### config.mk
export PLATFORM = sky130hd
export DESIGN_NAME = gfx_render_arbiter
export DESIGN_NICKNAME = d
export VERILOG_FILES = /design/src/rtl/gfx_arb_pkg.sv /design/src/rtl/gfx_rr_picker.sv /design/src/rtl/gfx_render_arbiter.sv
export SDC_FILE = /design/constraint.sdc
export NUM_CORES = 1
export LEC_CHECK = 0
export ABC_AREA = 1
export CORE_MARGIN = 3
export CORE_UTILIZATION = 38
export CTS_CLUSTER_SIZE = 25
export DETAILED_ROUTE_END_ITERATION = 16
export PLACE_DENSITY_LB_ADDON = 0.1
export SLEW_MARGIN = 20
export SYNTH_ARGS = -nofsm -noshare
export SYNTH_HDL_FRONTEND = slang
export SYNTH_SLANG_ARGS = --single-unit
### constraint.sdc
create_clock -name clk -period 2.75 [get_ports clk]
set_input_delay 0.825 -clock clk [delete_from_list [all_inputs] [get_ports clk]]
set_output_delay 0.825 -clock clk [all_outputs]
set_load 0.05 [all_outputs]
### src/rtl/gfx_arb_pkg.sv
// Shared types and constants for the graphics render-pipeline arbiter.
package gfx_arb_pkg;

  localparam int RGB_W   = 24;
  localparam int COORD_W = 6;

  localparam logic OP_WRITE = 1'b0;
  localparam logic OP_READ  = 1'b1;

  typedef enum logic [1:0] {
    IDLE    = 2'd0,
    ISSUE   = 2'd1,
    RESP    = 2'd2,
    RECOVER = 2'd3
  } arb_state_e;

  // One pipeline command as captured from the winning requester.
  typedef struct packed {
    logic [RGB_W-1:0]   rgb;
    logic [COORD_W-1:0] x;
    logic [COORD_W-1:0] y;
    logic [1:0]         mode;
    logic               op;
  } gfx_cmd_t;

endpackage

### src/rtl/gfx_rr_picker.sv
// Combinational round-robin picker: first valid request at or after the
// pointer, wrapping modulo N_REQ. Kept free of state so other schedulers
// can reuse it.
module gfx_rr_picker #(
  parameter int N_REQ = 4,
  parameter int IDX_W = $clog2(N_REQ)
) (
  input  logic [N_REQ-1:0] i_req_valid,
  input  logic [IDX_W-1:0] i_rr_ptr,
  output logic [N_REQ-1:0] o_grant,
  output logic [IDX_W-1:0] o_idx,
  output logic             o_any_valid
);

  logic [IDX_W-1:0] w_pos;

  // Scan from the pointer and take the first asserted request.
  always_comb begin
    o_grant     = '0;
    o_idx       = '0;
    o_any_valid = 1'b0;
    w_pos       = '0;
    for (int i = 0; i < N_REQ; i++) begin
      w_pos = IDX_W'((int'(i_rr_ptr) + i) % N_REQ);
      if (!o_any_valid && i_req_valid[w_pos]) begin
        o_any_valid    = 1'b1;
        o_idx          = w_pos;
        o_grant[w_pos] = 1'b1;
      end else begin
        o_any_valid = o_any_valid;
      end
    end
  end

endmodule

### src/rtl/gfx_render_arbiter.sv
// Arbiter sharing the single-issue render pipeline among N_REQ requesters.
// Grants one request at a time (round-robin), holds the command on the
// pipeline bus until render_ready, returns the result on a valid/ready
// response channel and aborts operations that never complete.
// Optional build macro GFX_ARB_PRIORITY_EN: requester 0 gets strict priority.
module gfx_render_arbiter
  import gfx_arb_pkg::*;
#(
  parameter int N_REQ       = 4,
  parameter int TIMEOUT_CYC = 16,
  parameter int RECOVER_CYC = 4
) (
  input  logic                       clk,
  input  logic                       rst,
  input  logic [N_REQ-1:0]           req_valid,
  output logic [N_REQ-1:0]           req_ready,
  input  logic [RGB_W*N_REQ-1:0]     req_rgb,
  input  logic [COORD_W*N_REQ-1:0]   req_x,
  input  logic [COORD_W*N_REQ-1:0]   req_y,
  input  logic [2*N_REQ-1:0]         req_mode,
  input  logic [N_REQ-1:0]           req_op,
  output logic [7:0]                 pipe_pixel_r,
  output logic [7:0]                 pipe_pixel_g,
  output logic [7:0]                 pipe_pixel_b,
  output logic [COORD_W-1:0]         pipe_coord_x,
  output logic [COORD_W-1:0]         pipe_coord_y,
  output logic [1:0]                 pipe_render_mode,
  output logic                       pipe_pixel_write,
  output logic                       pipe_texture_read,
  input  logic [7:0]                 pipe_out_r,
  input  logic [7:0]                 pipe_out_g,
  input  logic [7:0]                 pipe_out_b,
  input  logic                       pipe_render_ready,
  output logic                       rsp_valid,
  input  logic                       rsp_ready,
  output logic [$clog2(N_REQ)-1:0]   rsp_id,
  output logic [RGB_W-1:0]           rsp_rgb,
  output logic                       rsp_err,
  output logic                       busy
);

  localparam int IDX_W   = $clog2(N_REQ);
  localparam int CNT_MAX = (TIMEOUT_CYC > RECOVER_CYC) ? TIMEOUT_CYC : RECOVER_CYC;
  localparam int CNT_W   = $clog2(CNT_MAX + 1);

  arb_state_e        r_state;
  arb_state_e        w_state_next;
  logic [IDX_W-1:0]  r_rr_ptr;
  gfx_cmd_t          r_cmd;
  logic [CNT_W-1:0]  r_cnt;
  logic              r_abort;
  logic [IDX_W-1:0]  r_rsp_id;
  logic [RGB_W-1:0]  r_rsp_rgb;
  logic              r_rsp_err;

  gfx_cmd_t          w_cmd_arr [N_REQ];
  logic [N_REQ-1:0]  w_pick_valid;
  logic [N_REQ-1:0]  w_pick_grant;
  logic [IDX_W-1:0]  w_pick_idx;
  logic              w_pick_any;
  logic              w_prio_hit;
  logic [N_REQ-1:0]  w_win_onehot;
  logic [IDX_W-1:0]  w_win_idx;
  logic              w_win_any;
  logic [IDX_W-1:0]  w_ptr_next;
  logic              w_grant;
  logic              w_at_timeout;
  logic              w_rec_done;

  // Unpack the flat request buses into one command per requester.
  for (genvar gi = 0; gi < N_REQ; gi++) begin : g_unpack
    assign w_cmd_arr[gi] = {req_rgb[gi*RGB_W +: RGB_W],
                            req_x[gi*COORD_W +: COORD_W],
                            req_y[gi*COORD_W +: COORD_W],
                            req_mode[gi*2 +: 2],
                            req_op[gi]};
  end

`ifdef GFX_ARB_PRIORITY_EN
  // Requester 0 bypasses the rotation; the others rotate among themselves.
  assign w_prio_hit   = req_valid[0];
  assign w_pick_valid = {req_valid[N_REQ-1:1], 1'b0};
`else
  assign w_prio_hit   = 1'b0;
  assign w_pick_valid = req_valid;
`endif

  gfx_rr_picker #(
    .N_REQ (N_REQ),
    .IDX_W (IDX_W)
  ) u_picker (
    .i_req_valid (w_pick_valid),
    .i_rr_ptr    (r_rr_ptr),
    .o_grant     (w_pick_grant),
    .o_idx       (w_pick_idx),
    .o_any_valid (w_pick_any)
  );

  assign w_win_onehot = w_prio_hit ? N_REQ'(1) : w_pick_grant;
  assign w_win_idx    = w_prio_hit ? IDX_W'(0) : w_pick_idx;
  assign w_win_any    = w_prio_hit | w_pick_any;
  assign w_ptr_next   = (w_win_idx == IDX_W'(N_REQ - 1)) ? IDX_W'(0) : (w_win_idx + IDX_W'(1));
  assign w_at_timeout = (r_state == ISSUE) && (r_cnt == CNT_W'(TIMEOUT_CYC - 1));
  assign w_rec_done   = (r_cnt == CNT_W'(RECOVER_CYC - 1));

  // Next-state decode and the single-cycle grant strobe.
  always_comb begin
    w_state_next = r_state;
    w_grant      = 1'b0;
    case (r_state)
      IDLE: begin
        if (w_win_any) begin
          w_grant      = 1'b1;
          w_state_next = ISSUE;
        end else begin
          w_state_next = IDLE;
        end
      end
      ISSUE: begin
        if (pipe_render_ready || w_at_timeout) begin
          w_state_next = RESP;
        end else begin
          w_state_next = ISSUE;
        end
      end
      RESP: begin
        if (rsp_ready) begin
          w_state_next = r_abort ? RECOVER : IDLE;
        end else begin
          w_state_next = RESP;
        end
      end
      RECOVER: begin
        if (w_rec_done) begin
          w_state_next = IDLE;
        end else begin
          w_state_next = RECOVER;
        end
      end
      default: begin
        w_state_next = IDLE;
      end
    endcase
  end

  // State, command capture, watchdog and response registers.
  always_ff @(posedge clk) begin
    if (rst) begin
      r_state   <= IDLE;
      r_rr_ptr  <= '0;
      r_cmd     <= '0;
      r_cnt     <= '0;
      r_abort   <= 1'b0;
      r_rsp_id  <= '0;
      r_rsp_rgb <= '0;
      r_rsp_err <= 1'b0;
    end else begin
      r_state <= w_state_next;
      case (r_state)
        IDLE: begin
          if (w_grant) begin
            r_cmd    <= w_cmd_arr[w_win_idx];
            r_rsp_id <= w_win_idx;
            r_cnt    <= '0;
            if (!w_prio_hit) begin
              r_rr_ptr <= w_ptr_next;
            end
          end
        end
        ISSUE: begin
          if (pipe_render_ready) begin
            r_rsp_rgb <= {pipe_out_r, pipe_out_g, pipe_out_b};
            r_rsp_err <= 1'b0;
          end else if (w_at_timeout) begin
            r_rsp_rgb <= '0;
            r_rsp_err <= 1'b1;
            r_abort   <= 1'b1;
          end else begin
            r_cnt <= r_cnt + CNT_W'(1);
          end
        end
        RESP: begin
          if (rsp_ready) begin
            r_cnt <= '0;
          end
        end
        RECOVER: begin
          if (w_rec_done) begin
            r_abort <= 1'b0;
          end else begin
            r_cnt <= r_cnt + CNT_W'(1);
          end
        end
        default: begin
          r_cnt <= '0;
        end
      endcase
    end
  end

  // Grant is only visible in IDLE; strobes drop in the render_ready or
  // abort cycle so the pipeline never re-samples a finished command.
  assign req_ready         = w_grant ? w_win_onehot : '0;
  assign pipe_pixel_write  = (r_state == ISSUE) && (r_cmd.op == OP_WRITE) &&
                             !pipe_render_ready && !w_at_timeout;
  assign pipe_texture_read = (r_state == ISSUE) && (r_cmd.op == OP_READ) &&
                             !pipe_render_ready && !w_at_timeout;
  assign pipe_pixel_r      = r_cmd.rgb[23:16];
  assign pipe_pixel_g      = r_cmd.rgb[15:8];
  assign pipe_pixel_b      = r_cmd.rgb[7:0];
  assign pipe_coord_x      = r_cmd.x;
  assign pipe_coord_y      = r_cmd.y;
  assign pipe_render_mode  = r_cmd.mode;
  assign rsp_valid         = (r_state == RESP);
  assign rsp_id            = r_rsp_id;
  assign rsp_rgb           = r_rsp_rgb;
  assign rsp_err           = r_rsp_err;
  assign busy              = (r_state != IDLE);

endmodule

# Yosys cells after proc, flatten, opt, wreduce, memory -nomap -nowiden
# Cells that the tools add are included.
dict set report op_classes {
  add_sub_neg 5
  n_eq_ne 13
  muxes 54
  order_cmp 9
  n_reduce_logical 28
  bitwise 5
}
# operator n
set ops {}
lappend ops {{$bmux 39 s2} 1}
lappend ops {{$mux 39} 2}
lappend ops {{$mux 24} 2}
lappend ops {{$mux 5} 5}
lappend ops {{$mux 4} 5}
lappend ops {{$pmux 5 s4} 1}
lappend ops {{$mux 1} 19}
lappend ops {{$mux 2} 9}
lappend ops {{$logic_and 1x1->1} 14}
lappend ops {{$lt 2x3->1 const B} 4}
lappend ops {{$ne 2x2->1 const B} 6}
lappend ops {{$or 4x4->4} 3}
lappend ops {{$bmux 1 s2} 4}
lappend ops {{$demux 1 s2} 4}
lappend ops {{$ge 2x1->1 const B} 4}
lappend ops {{$pmux 2 s4} 1}
lappend ops {{$eq 2x2->1 const B} 3}
lappend ops {{$reduce_bool 2->1} 3}
lappend ops {{$add 5x1->5 const B} 1}
lappend ops {{$eq 5x2->1 const B} 1}
lappend ops {{$eq 5x4->1 const B} 1}
lappend ops {{$logic_not 1->1} 5}
lappend ops {{$reduce_and 5->1} 1}
lappend ops {{$add 2x1->2 const B} 2}
lappend ops {{other kinds (11)} 13}
dict set report word_totals {
  out_inout_bits 73
  inputBits 188
  word_cells 126
  ff_bits 76
}

# Logic depth before layout (Yosys ltp)
dict set report depth {
  word_depth 16
  ltp_mapped 16
  ltp_nobuf 14
}

# Modules after synthesis
# A second synthesis with hierarchy kept.
dict set report unflattened {
  hier_cells 753
  hier_area_um2 4996.0
}
# module instances cells_each area_each_um2
set by_module_without_submodules {}
lappend by_module_without_submodules {gfx_render_arbiter 1 679 4555.6}
lappend by_module_without_submodules {gfx_rr_picker 1 74 440.4}

# Least setup slack after synthesis
# Ideal clock, no wire load.
dict set report synth_timing {
  path_type {reg2out}
  from {register r_rr_ptr[0]}
  to {output req_ready[2]}
  path_slack_ns -0.325
  arrival_time_ns 2.250
  path_stages_with_launch 15
  path_cell_list {dfxtp_1 > inv_2 > buf_6 > ha_1 > inv_1 > nand3_1 > nand2_2 > nor2_8 > nand3_2 > buf_6 > nand2_4 > inv_4 > buf_2 > nand2_1 > inv_1}
}
dict set report synth_via {
  elab_chain_cells 15
  elab_cells_between_ends 51
  cone_classes {add/sub (3); order compare (8); mux (27); bitwise (3); reduce/logical (10)}
}
# element line
set synth_lines {}
lappend synth_lines {{start: declaration} gfx_render_arbiter.sv:48} ;# logic [IDX_W-1:0] r_rr_ptr;
lappend synth_lines {{start signal: assignment} gfx_render_arbiter.sv:166} ;# r_rr_ptr <= w_ptr_next;
lappend synth_lines {{parallel branches: the longest is 14 deep, another holds $lt 2x3->1} --}
lappend synth_lines {{$mux 4 (*)} gfx_render_arbiter.sv:203} ;# assign req_ready = w_grant ? w_win_onehot : '0;
lappend synth_lines {{end: declaration} gfx_render_arbiter.sv:16} ;# output logic [N_REQ-1:0] req_ready,
# Mark *: on every way between the ends. The select of a mux whose other input is x is not followed.

# Worst setup path after layout
dict set report layout_timing {
  from {input req_valid[0]}
  to {output req_ready[2]}
}
dict set report layout_via {
  elab_chain_cells 15
  elab_cells_between_ends 28
  cone_classes {mux (19); bitwise (3); reduce/logical (6)}
}
# element line
set layout_lines {}
lappend layout_lines {{start: declaration} gfx_render_arbiter.sv:15} ;# input logic [N_REQ-1:0] req_valid,
lappend layout_lines {{$bmux 1 s2} gfx_rr_picker.sv:25} ;# if (!o_any_valid && i_req_valid[w_pos]) begin
lappend layout_lines {{$mux 1 (implied by the code)} gfx_rr_picker.sv:25}
lappend layout_lines {{$mux 1} gfx_rr_picker.sv:25}
lappend layout_lines {{$logic_not 1->1} gfx_rr_picker.sv:25}
lappend layout_lines {{$logic_and 1x1->1} gfx_rr_picker.sv:25}
lappend layout_lines {{$mux 1} gfx_rr_picker.sv:25}
lappend layout_lines {{$logic_not 1->1} gfx_rr_picker.sv:25}
lappend layout_lines {{$logic_and 1x1->1} gfx_rr_picker.sv:25}
lappend layout_lines {{$mux 1} gfx_rr_picker.sv:25}
lappend layout_lines {{$logic_not 1->1} gfx_rr_picker.sv:25}
lappend layout_lines {{$logic_and 1x1->1} gfx_rr_picker.sv:25}
lappend layout_lines {{$mux 1} gfx_rr_picker.sv:25}
lappend layout_lines {{$mux 1} gfx_render_arbiter.sv:112} ;# if (w_win_any) begin
lappend layout_lines {{$mux 1} gfx_render_arbiter.sv:110} ;# case (r_state)
lappend layout_lines {{$mux 4 (*)} gfx_render_arbiter.sv:203}
# Mark *: on every way between the ends. The rest lies on a longest branch, timed or not. The select of a mux whose other input is x is not followed.

==> qor.yml <==
critical_path:
  setup.worst_path.start_class: "input pin"
  max_stage_delay_ps: 280
  cp.required_ps: 1930
  cpMaxStageDelayCell: "o221ai_2"
  rr_startpoint: "r_rr_ptr[0]$_SDFFE_PP0P_"
  crit_arrival_ps: 2130
  path_cells: "buf_12, inv_12, nand2_8, nand3_4, nand2_4, inv_2, nand4_1, o221ai_2, nand2_4, clkinvlp_4, buf_8"
  path_max_fanout: 4
  cpMostUsedCell: "nand2_4"
  critPathLaunch: "req_valid[0]"
  end_kind: "output pin"
  criticalPathCategory: "in2out"
clock_network:
  htree_levels: 3
  cts_buffer_depth: 2
  cts_root_buffer: "clkbuf_16"
  clk_latency_ps: 340
  cts_tree: "yes"
  clkTransAtPathRegs_ps: 60
  cts_hold_buf: 0
  cts_inserted_buffers: 9
  clock_sinks: 76
sta:
  slew_headroom: 0.6140
  holdWs_ps: 457.2
  fin_ws_ps: -200.6
  period_minus_slack_ps: 2951
  setup_tns_ps: -666.6
  skew_ps: 7.584
  rsz0062_at_grt: "yes"
  slew_viol_final: 0
  fin_crit_sh: 1.073
  hold_viol_final: 0
  fmax_mhz: 338.9
  setup_viol: 4
  worst_pin_slew_ps: 577.2
finish:
  n_antenna_cell: 0
  layout.nets: 1299
  synthToLayoutAreaGrowth_pct: 62.94
  fin_cells: 1282
  drive_gt1_frac: 0.1311
  n_fill_cell: 1264
place:
  io_buffers: 260
  pre_cts_ws_ps: -688.0
  place_hpwl_um: 12830
  routabilityCongestion: 0.8708
  place_inst: 1261
power_and_ir_drop:
  pwr-share-comb: 0.734
  p_switching_w: 0.005305
  p_int_w: 0.005038
  power.density_nw_per_um2: 1189
  switching_share: 0.5129
  seqPwrFrac: 0.151
  ir_drop_mv: 0.7081
  leakagePower_nw: 3.995
  power_frac_clock: 0.116
hold_path:
  min_from: "rsp_rgb[16]$_SDFFE_PP0P_"
  worstHoldPathType: "reg2reg"
global_routing:
  grt_max_degree: 55
  overflow: 0
  grt_pass1_vias: 5692
  antenna_found_initial: 0
  track_usage: 0.2191
  grt_pass1_wl_um: 28360
route:
  viasPerCell: 4.700
  drc: 0
  wire_per_inst_um: 13.64
  via_count: 6025
  ant_nets: 0
  drt_wl_total_um: 17480
  dr.pass1.iters: 4
  drt-initial-drc-count: 316
die:
  core_area_um2: 13510
  fp.dieH_um: 124.5
  fp-row-count: 42
  ios: 261
  dieArea_um2: 15500
  die_w_um: 124.5
  initial_core_util: 0.3952
status:
  failed_checks: "setup timing"
  status: "finished with violations"
synth:
  yosys_warnings: 0
  synthDistinctLibCells: 34
  synthArstFlopShare: 0
  syn_avg_cell_area_um2: 6.171
  yosysSeqAreaShare: 0.2850
  syn_nets: 1063
  syn_inst: 865
  synth_edf_count: 0
  netlist_area_um2: 5338
  ys_seq_elements: 76
  ys.flop_type: "dfxtp_1"
run:
  maxCapViolations: 0
==> layout make-up <==
class / count / area, µm² / area share
Clock inverter: 5 / 61.31 / 0.007049
Timing Repair Buffer: 308 / 3110 / 0.3576
Multi-Input combinational cell: 598 / 3065 / 0.3525
Sequential cell: 76 / 1526 / 0.1755
Clock buffer: 11 / 242.7 / 0.02791
Tap cell: 176 / 220.2 / 0.02532
Inverter: 108 / 470.5 / 0.05409
==> what timing repair did <==
item	4_1_cts	5_1_grt
pin swaps	11	9
gates resized for setup	36	26
setup endpoints to repair	6	5
setup buffers	4	2
endpoints found under the hold margin	0	0
==> kinds of logic (layout without fill, tap and decap cells) <==
kind of cell,after synthesis,after routing,synth area share
AO/OA/AOI/OAI,65,65,0.06798
adder cells (fa/ha/maj),10,10,0.02344
buffers and inverters,191,432,0.1798
flip-flops,76,76,0.2850
AND/OR/NAND/NOR,523,523,0.4437
==> worst max-delay path, delay by kind of cell <==
kind                   cells  cell delay [ps]
AO/OA/AOI/OAI              1              280
buffers and inverters      5              460
AND/OR/NAND/NOR            5              550
==> power by group through the flow <==
stage | logic [W] | clock network (W) | registers (W)
2_1_floorplan | 0.00513 | 0 | 0.00173
3_3_place_gp | 0.00729 | 0 | 0.00157
3_5_place_dp | 0.00733 | 0 | 0.00158
4_1_cts | 0.00753 | 0.00124 | 0.00156
5_1_grt | 0.00832 | 0.00128 | 0.00159
6_report | 0.00759 | 0.00120 | 0.00156
==> cell usage in the layout, fill, tap and decap left out, types with 2 or more instances in the layout <==
master / n
clkdlybuf4s50_1: 249
nor3_1: 4
ha_1: 9
nor2_2: 3
nand3_4: 4
buf_6: 6
nor2_1: 65
nand2_1: 274
nand2_2: 7
buf_12: 10
clkinvlp_4: 4
inv_2: 4
o21ai_1: 2
inv_8: 3
o21ai_0: 8
o211ai_1: 2
dfxtp_1: 74
nand3b_1: 27
o221ai_2: 2
inv_1: 91
nand4_1: 3
clkinv_4: 4
nand2_4: 11
inv_4: 2
a22oi_1: 2
buf_4: 38
nand3_1: 101
a31oi_1: 3
nand2_8: 2
nand3_2: 17
buf_8: 4
clkbuf_16: 9
a21oi_1: 42
==> per-layer routing <==
metal | GRT usage | vias to the layer above | wire length [µm]
met5 | 0 | - | 0
met4 | 0.06641 | 0 | 394
met3 | 0.06904 | 24 | 1234
met2 | 0.3734 | 214 | 8246
met1 | 0.2637 | 2648 | 7608
li1 | - | 3139 | -
==> metrics by stage <==
step | cell area [µm²] | total power [W] | utilization
final | 8697 | 0.01034 | 0.6440
after global routing | 8697 | 0.01119 | 0.6440
after CTS | 8603 | 0.01032 | 0.6370
after detailed placement | 8205 | 0.008908 | 0.6076
after global placement | 8205 | 0.008862 | 0.6076
after floorplan | 5533 | 0.006854 | -
==> registers in the layout (all words and copies together), names as in the netlist <==
register,count
r_state,2
pipe_coord_y,6
r_abort,1
pipe_coord_x,6
r_cmd,1
rsp_err,1
pipe_render_mode,2
pipe_pixel_r,8
r_rr_ptr,2
pipe_pixel_b,8
rsp_id,2
rsp_rgb,24
r_cnt,5
pipe_pixel_g,8
==> worst paths after layout <==
kind | end | slack, ps | cells past startpoint
setup / recovery | req_ready[2] | -200 | 11
hold / removal | rsp_rgb[16]$_SDFFE_PP0P_ | 460 | 2
setup reg to reg | pipe_render_mode[1]$_SDFFE_PP0P_ | 340 | 19
hold reg to reg | rsp_rgb[16]$_SDFFE_PP0P_ | 460 | 2
==> synth_stat cells, types with 2 or more instances <==
master	count	area [µm²]
a21oi_1	42	210.2
a22oi_1	3	22.52
a31oi_1	3	18.77
buf_2	21	105.1
buf_4	43	322.8
buf_6	7	78.83
clkbuf_1	12	45.04
dfxtp_1	76	1521
ha_1	10	125.1
inv_1	102	382.9
inv_2	4	15.01
nand2_1	289	1085
nand2_2	2	12.51
nand2_4	3	33.78
nand3_1	108	540.5
nand3_2	14	140.1
nand3b_1	27	202.7
nand4_1	3	18.77
nor2_1	67	251.5
nor3_1	4	20.02
o211ai_1	2	15.01
o21ai_0	9	45.04
o21ai_1	2	10.01
o221ai_1	2	17.52
No activity file was read; power rests on OpenSTA's default activity.
